==> src/rtl/color_pkg.sv <==
// Shared types and codes for the TCS3200-style colour sensor driver.
// Holds the sequencer state enum and the sensor pin encodings.
package color_pkg;

    typedef enum logic [2:0] {
        SEL_R,
        MEAS_R,
        SEL_G,
        MEAS_G,
        SEL_B,
        MEAS_B,
        PUBLISH
    } state_t;

    // Photodiode filter select, ordered as {s2, s3}
    localparam logic [1:0] FILT_RED   = 2'b00;
    localparam logic [1:0] FILT_GREEN = 2'b11;
    localparam logic [1:0] FILT_BLUE  = 2'b01;
    localparam logic [1:0] FILT_CLEAR = 2'b10;

    // Output frequency scaling, ordered as {s0, s1}
    localparam logic [1:0] SCALE_20 = 2'b10;

endpackage

==> src/rtl/color_sensor_driver_pulse_counter.sv <==
// Synchronises the sensor square wave, detects rising edges and
// counts them into a saturating counter with clear and enable.
module pulse_counter
    import color_pkg::*;
#(
    parameter int CNT_W = 16
) (
    input  logic             clk,
    input  logic             rst,
    input  logic             sensor_out,
    input  logic             clear,
    input  logic             enable,
    output logic [CNT_W-1:0] count_next
);

    localparam logic [CNT_W-1:0] CNT_MAX = '1;

    // sync[1] is the synchronised level, sync[2] its one-cycle delay
    logic [2:0]       sync;
    logic             pulse_edge;
    logic [CNT_W-1:0] count;

    // Two-stage synchroniser followed by a delay stage for edge detect
    always_ff @(posedge clk or posedge rst) begin
        if (rst) begin
            sync <= '0;
        end else begin
            sync <= {sync[1:0], sensor_out};
        end
    end

    assign pulse_edge = sync[1] & ~sync[2];

    // Next count: cleared, or bumped on an edge while enabled and not full
    always_comb begin
        count_next = count;
        if (clear) begin
            count_next = '0;
        end else if (enable && pulse_edge && (count != CNT_MAX)) begin
            count_next = count + 1'b1;
        end
    end

    // Working count register
    always_ff @(posedge clk or posedge rst) begin
        if (rst) begin
            count <= '0;
        end else begin
            count <= count_next;
        end
    end

endmodule

==> src/rtl/color_sensor_driver.sv <==
// Free-running R/G/B measurement sequencer for a light-to-frequency
// colour sensor; publishes three gated pulse counts with a strobe.
module color_sensor_driver
    import color_pkg::*;
#(
    parameter int CLK_HZ        = 50_000_000,
    parameter int GATE_CYCLES   = 500_000,
    parameter int SETTLE_CYCLES = 5_000,
    parameter int CNT_W         = 16
) (
    input  logic             clk,
    input  logic             rst_n,
    input  logic             sensor_out,
    output logic             s0,
    output logic             s1,
    output logic             s2,
    output logic             s3,
    output logic             oe_n,
    output logic [CNT_W-1:0] r_cnt,
    output logic [CNT_W-1:0] g_cnt,
    output logic [CNT_W-1:0] b_cnt,
    output logic             valid
);

    localparam int MAX_LEN = (GATE_CYCLES > SETTLE_CYCLES) ?
                             GATE_CYCLES : SETTLE_CYCLES;
    localparam int TMR_W   = $clog2(MAX_LEN + 1);

    localparam logic [TMR_W-1:0] SETTLE_LAST = TMR_W'(SETTLE_CYCLES - 1);
    localparam logic [TMR_W-1:0] GATE_LAST   = TMR_W'(GATE_CYCLES - 1);

    if (GATE_CYCLES < 1 || SETTLE_CYCLES < 1 || CLK_HZ < 1) begin : g_param_check
        $error("color_sensor_driver: parameters must be positive");
    end

    // rst_n is active-high despite its name
    logic             rst;
    state_t           state;
    state_t           state_next;
    logic [TMR_W-1:0] timer;
    logic             settle_done;
    logic             gate_done;
    logic [1:0]       filt;
    logic             clear;
    logic             enable;
    logic [CNT_W-1:0] count_next;
    logic [CNT_W-1:0] r_shadow;
    logic [CNT_W-1:0] g_shadow;
    logic [CNT_W-1:0] b_shadow;

    assign rst = rst_n;

    assign settle_done = (timer == SETTLE_LAST);
    assign gate_done   = (timer == GATE_LAST);

    assign {s0, s1} = SCALE_20;
    assign {s2, s3} = filt;

    pulse_counter #(
        .CNT_W(CNT_W)
    ) u_pulse_counter (
        .clk       (clk),
        .rst       (rst),
        .sensor_out(sensor_out),
        .clear     (clear),
        .enable    (enable),
        .count_next(count_next)
    );

    // State register and per-state timer, restarted on every transition
    always_ff @(posedge clk or posedge rst) begin
        if (rst) begin
            state <= SEL_R;
            timer <= '0;
        end else begin
            state <= state_next;
            timer <= (state_next != state) ? '0 : timer + 1'b1;
        end
    end

    // Sequencer: filter select, counter control and next state
    always_comb begin
        state_next = state;
        filt       = FILT_RED;
        clear      = 1'b0;
        enable     = 1'b0;
        unique case (state)
            SEL_R: begin
                clear = 1'b1;
                if (settle_done) state_next = MEAS_R;
            end
            MEAS_R: begin
                enable = 1'b1;
                if (gate_done) state_next = SEL_G;
            end
            SEL_G: begin
                filt  = FILT_GREEN;
                clear = 1'b1;
                if (settle_done) state_next = MEAS_G;
            end
            MEAS_G: begin
                filt   = FILT_GREEN;
                enable = 1'b1;
                if (gate_done) state_next = SEL_B;
            end
            SEL_B: begin
                filt  = FILT_BLUE;
                clear = 1'b1;
                if (settle_done) state_next = MEAS_B;
            end
            MEAS_B: begin
                filt   = FILT_BLUE;
                enable = 1'b1;
                if (gate_done) state_next = PUBLISH;
            end
            PUBLISH: begin
                clear      = 1'b1;
                state_next = SEL_R;
            end
            default: begin
                state_next = SEL_R;
            end
        endcase
    end

    // Capture each gate's final count, then publish all three together
    always_ff @(posedge clk or posedge rst) begin
        if (rst) begin
            r_shadow <= '0;
            g_shadow <= '0;
            b_shadow <= '0;
            r_cnt    <= '0;
            g_cnt    <= '0;
            b_cnt    <= '0;
            valid    <= 1'b0;
            oe_n     <= 1'b1;
        end else begin
            oe_n  <= 1'b0;
            valid <= (state == PUBLISH);
            if (state == MEAS_R && gate_done) r_shadow <= count_next;
            if (state == MEAS_G && gate_done) g_shadow <= count_next;
            if (state == MEAS_B && gate_done) b_shadow <= count_next;
            if (state == PUBLISH) begin
                r_cnt <= r_shadow;
                g_cnt <= g_shadow;
                b_cnt <= b_shadow;
            end
        end
    end

endmodule

==> config.mk <==
export PLATFORM = sky130hd
export DESIGN_NAME = color_sensor_driver
export DESIGN_NICKNAME = d
export VERILOG_FILES = /design/src/rtl/color_pkg.sv /design/src/rtl/color_sensor_driver_pulse_counter.sv /design/src/rtl/color_sensor_driver.sv
export SDC_FILE = /design/constraint.sdc
export NUM_CORES = 1
export LEC_CHECK = 0
export ABC_AREA = 1
export BUFFER_PORTS_ARGS = -buffer_cell sky130_fd_sc_hd__buf_2
export CAP_MARGIN = 20
export CORE_MARGIN = 5
export CORE_UTILIZATION = 59
export CTS_CLUSTER_DIAMETER = 120
export DETAILED_ROUTE_END_ITERATION = 16
export GPL_TIMING_DRIVEN = 1
export MAX_ROUTING_LAYER = met4
export PLACE_DENSITY = 0.79
export RECOVER_POWER = 50
export SLEW_MARGIN = 20
export SYNTH_ARGS = -nofsm -noshare
export SYNTH_HDL_FRONTEND = slang
export SYNTH_HIERARCHICAL = 1
export SYNTH_SLANG_ARGS = --single-unit
==> constraint.sdc <==
create_clock -name clk -period 5.37 [get_ports clk]
set_clock_uncertainty 0.05 [all_clocks]
set_input_delay 1.074 -clock clk [delete_from_list [all_inputs] [get_ports clk]]
set_output_delay 1.074 -clock clk [all_outputs]
set_load 0.005 [all_outputs]
After elaboration in Yosys (flattened, before gate mapping)
Cells that the tools add are included.

Register bits after elaboration: 139.

$add $sub $neg: 2. Mux-type cells: 13. Bitwise operators: 2. Eq/ne operators: 10. Reductions and logical operators: 10.

Operators with widths (count): 2-to-1 mux 16 bit (2); adder 19 x 1 -> 19 bit, second input constant (1); == test 19 x 13 -> 1 bit, second input constant (1); == test 19 bit, second input constant (1); 2-to-1 mux 19 bit (1); 2-to-1 mux 3 bit (6); one-hot mux 3 bit (6 select lines) (1); adder 16 x 1 -> 16 bit, second input constant (1); inequality test 16 bit, second input constant (1); == test 3 bit, second input constant (3); == test 3 x 2 -> 1 bit, second input constant (2); logical AND 1 bit (5); one-hot mux 2 bit (2 select lines) (1); OR reduction 2 bit (2); OR reduction 4 bit (1); == test 3 x 1 -> 1 bit, second input constant (1); logical NOT 3 bit (1); inequality test 3 bit (1); OR reduction 3 bit (1); 2-to-1 mux 1 bit (2); bitwise AND 1 bit (1); inverter 1 bit (1).

Logic depth before layout (Yosys ltp)
Depth after elaboration: 7. Depth in mapped cells: 13.

Modules after synthesis
Netlist, hierarchy kept.

By module, submodules not included: color_sensor_driver (instances 1, cells each 566, area each 5031.1 sq um, sequential area each 3004.1 sq um); pulse_counter (instances 1, cells each 163, area each 1162.4 sq um, sequential area each 475.5 sq um).

Worst setup path before layout
OpenSTA, ideal clock, no wires.

Kind: register to output. Start: register state[0]. End: output port s3. Cell stages (with the launch flop): 4. Data arrival time: 0.915 ns. Setup slack: 3.331 ns. Required time: 4.246 ns. Buffers on the path: 0. Cell sequence: dfrtp_1 > inv_1 > nor3_1 > o21bai_1.

Word-level cells in the longest chain between the ends: 3. Elaborated cells on any way between the ends: 7.

RTL lines: start: declaration (RTL line color_sensor_driver.sv:38) `state_t state;`; start signal: assignment (RTL line color_sensor_driver.sv:76) `state <= state_next;`; == test 3 bit / == test 3 x 2 -> 1 bit (equally long branches) (RTL line color_sensor_driver.sv:87) `unique case (state)`; OR reduction 2 bit (no source line); one-hot mux 2 bit (2 select lines) * (RTL line color_sensor_driver.sv:87); end: declaration (RTL line color_sensor_driver.sv:17) `output logic s3,`.

Every way passes the cells marked *; elsewhere a longest branch is shown, timed or not.

Worst setup path after layout
Start: register state[1]. End: register r_cnt[6].

Word-level cells in the longest chain between the ends: 1.

RTL lines: == test 3 bit (RTL line color_sensor_driver.sv:143) `if (state == PUBLISH) begin`; end signal: assignment (RTL line color_sensor_driver.sv:144) `r_cnt <= r_shadow;`; end: declaration (RTL line color_sensor_driver.sv:19) `output logic [CNT_W-1:0] r_cnt,`.

No other way between the ends. A chain may end at the register's enable or synchronous reset.

==> results_dict.tcl <==
set metrics [dict create \
    status "complete, but fails checks" \
    violations "max-capacitance violations, max-slew violations" \
    maxSlewHeadroom -1.10 \
    hpwl_mm 8.56 \
    antenna_found_initial 0 \
    wl_met3_microns 625 \
    p_leak_nw 3.48 \
    synth.most_common_cell "nand2_1" \
    globalplace.congestion 0.882 \
    die_x_microns 112 \
    nets 787 \
    drc 0 \
    finalCritPeriodShare 0.661 \
    cp_max_fo 50 \
    timing.rr.start "state[1]" \
    clock_path_buffers 2 \
    num_antenna_cells 0 \
    grt-ovfl-total 0 \
    met2_wirelength_mm 6.63 \
    cp-start-kind "register" \
    grt_pass1_vias 5032 \
    viasPerCell 5.16 \
    top_layer "met4" \
    hold_start "u_pulse_counter/sync[0]" \
    die_area_sq_um 12600 \
    initialDrtViolationCount 330 \
    ys_async_sr_fraction 1.00 \
    tns_ps 0 \
    synth.distinct_cells 35 \
    hold_viol 0 \
    pwr-share-seq 0.465 \
    synth_seq_cells 139 \
    power_density_nw_per_um2 321 \
    ys_warn_count 6 \
    critPathArrivalTime_ps 3900 \
    hold_buffers 0 \
    synth-edff-count 0 \
    p_int_w 0.00177 \
    cts.reportedPaths.clkPinSlew_ps 60 \
    place_inst 899 \
    io-pin-count 57 \
    synth_area_per_cell_sq_um 8.50 \
    ant_nets 0 \
    synth_top_area_frac 0.558 \
    r2r_slack_ps 1820 \
    syn2layout_area_growth_pct 13.7 \
    power_frac_clock 0.525 \
    worst_hold_path_type "reg -> reg" \
    synth_common_cells "nand2_1, dfrtp_1, nor2_1, inv_1, o21ai_1" \
    tightest_slew_ps 3130 \
    critPathKind "reg -> reg" \
    insertion_delay_ps 520 \
    combPwrFrac 0.010 \
    ys_seq_area_frac 0.562 \
    post-cts-setup-buffers 0 \
    cts_resized 0 \
    swShare 0.217 \
    root_buffer "clkbuf_8" \
    tritoncts "yes" \
    finalCriticalPeriod_ps 3550 \
    drive_above_1_share 0.140 \
    wl_per_cell_microns 13.9 \
    max-vdd-ir-drop_v 0.000205 \
    drt-pass1-iter-count 5 \
    end_kind "register" \
    min_path_cells 0 \
    nFillCells 817 \
    finalNonFillerCells 931 \
    synth_area_sq_um 6190 \
    fmax_ghz 0.282 \
    routed_wl_mm 13.0 \
    row_count 37 \
    start_util 0.603 \
    h-tree-depth 4 \
    rr_worst_depth 7 \
    rsz0062_at_grt "false" \
    cts.sinks 139 \
    switchingPower_w 0.000490 \
    cts_buffers 17 \
    grt_max_degree 74 \
    synth_cells 729 \
    portBuffers 54 \
    synthFlopType "dfrtp_1" \
    grt_pass1_wl_mm 23.1 \
    die_h_microns 112 \
    worstPathRequired_ps 5720 \
    hold_end "u_pulse_counter/sync[1]" \
    num_vias 4803 \
    maxSlewViolCount 125 \
    coreArea_sq_um 10300 \
    worstReg2RegEnd "r_cnt[6]" \
    wl_met1_mm 5.45 \
    setup_violations 0 \
    drv_cap 2 \
    synth.area.top_cells "dfrtp_1, nand2_1, nor2_1" \
    track_usage 0.232 \
    synth_top_area_cell "dfrtp_1" \
]
## cells by family (layout without fill, tap and decap cells)
group | Yosys count | in the layout | share of synthesized area
other | 2 | 3 | 0.00121
buffers and inverters | 84 | 149 | 0.0638
adders and majority gates | 2 | 2 | 0.00404
DFF | 139 | 139 | 0.562
and+or+nand+nor | 418 | 418 | 0.283
AOI/OAI and AO/OA | 69 | 69 | 0.0646
xor gates and xnor gates | 15 | 15 | 0.0212
## worst max-delay path, cell delays in order, from the launching register on
cell      delay [ps]
dfrtp_1          400
nand2_1          140
nor2_2           100
clkbuf_1        1510
inv_1            580
buf_4            440
nand2_1          110
nand2_1           70
## metrics by stage
step	power (W)	worst slack, ps	util	hold slack [ps]	cell area, sq um
CTS	0.00227	2510	0.691	301	7100
global route	0.00233	1410	0.685	319	7040
finish	0.00226	1820	0.685	301	7040
floorplan	0.00109	1060	-	281	6200
detailed placement	0.00109	2820	0.632	287	6490
global placement	0.00109	2860	0.632	286	6490
## state kept, by name (all words and copies together), names as in the netlist
register               flops
timer                     19
b_cnt                     16
b_shadow                  16
g_cnt                     16
g_shadow                  16
r_cnt                     16
r_shadow                  16
u_pulse_counter/count     16
state                      3
u_pulse_counter/sync       3
oe_n                       1
valid                      1
## cell type report
class,count,area (sq um),share of cell area
clock inverters,15,190,0.0270
clock buffers,17,414,0.0588
inverters,60,226,0.0322
flip-flops and latches,139,3480,0.494
repair buffers,57,270,0.0384
multi-input cells,507,2290,0.325
well taps,136,170,0.0242
## worst max-delay path by stage
stage	from	to	cells after the start
after detailed placement	rst_n	b_cnt[9]	3
after global placement	rst_n	g_cnt[1]	3
after floorplan	rst_n	b_cnt[0]	1
after CTS	state[0]	s3	4
after global routing	state[1]	r_cnt[6]	7
final	state[1]	r_cnt[6]	7
## routing by layer
metal,vias to the layer above,track usage
li1,2361,-
met1,2294,0.269
met2,118,0.390
met3,30,0.0577
met4,0,0.0897
met5,-,-
## layout by cell type, fill, tap and decap left out, types with 2 or more instances in the layout
| cell | count |
|---|---|
| nand4_1 | 6 |
| o21ai_2 | 13 |
| nand2_4 | 2 |
| ha_1 | 2 |
| bufinv_16 | 3 |
| nor2_4 | 4 |
| conb_1 | 3 |
| o21ai_1 | 38 |
| inv_1 | 54 |
| nand3_1 | 19 |
| clkinvlp_4 | 3 |
| nor3_1 | 5 |
| clkbuf_16 | 16 |
| nand2_1 | 271 |
| inv_6 | 3 |
| clkinv_4 | 4 |
| clkbuf_1 | 16 |
| buf_4 | 2 |
| buf_2 | 39 |
| o21ai_0 | 5 |
| nor2_2 | 2 |
| xnor2_1 | 5 |
| nand3b_1 | 2 |
| inv_2 | 5 |
| nand2_2 | 7 |
| nand3_4 | 2 |
| nor2_1 | 97 |
| xor2_1 | 10 |
| a21oi_1 | 10 |
| dfrtp_1 | 138 |
## power by group through the flow
stage | Sequential (W) | Clock [W] | Combinational, W
2_1_floorplan | 0.00107 | 0 | 0.0000167
3_3_place_gp | 0.00107 | 0 | 0.0000228
3_5_place_dp | 0.00107 | 0 | 0.0000235
4_1_cts | 0.00105 | 0.00120 | 0.0000236
5_1_grt | 0.00105 | 0.00125 | 0.0000272
6_report | 0.00105 | 0.00119 | 0.0000215
(Power assumes the default switching activity.)
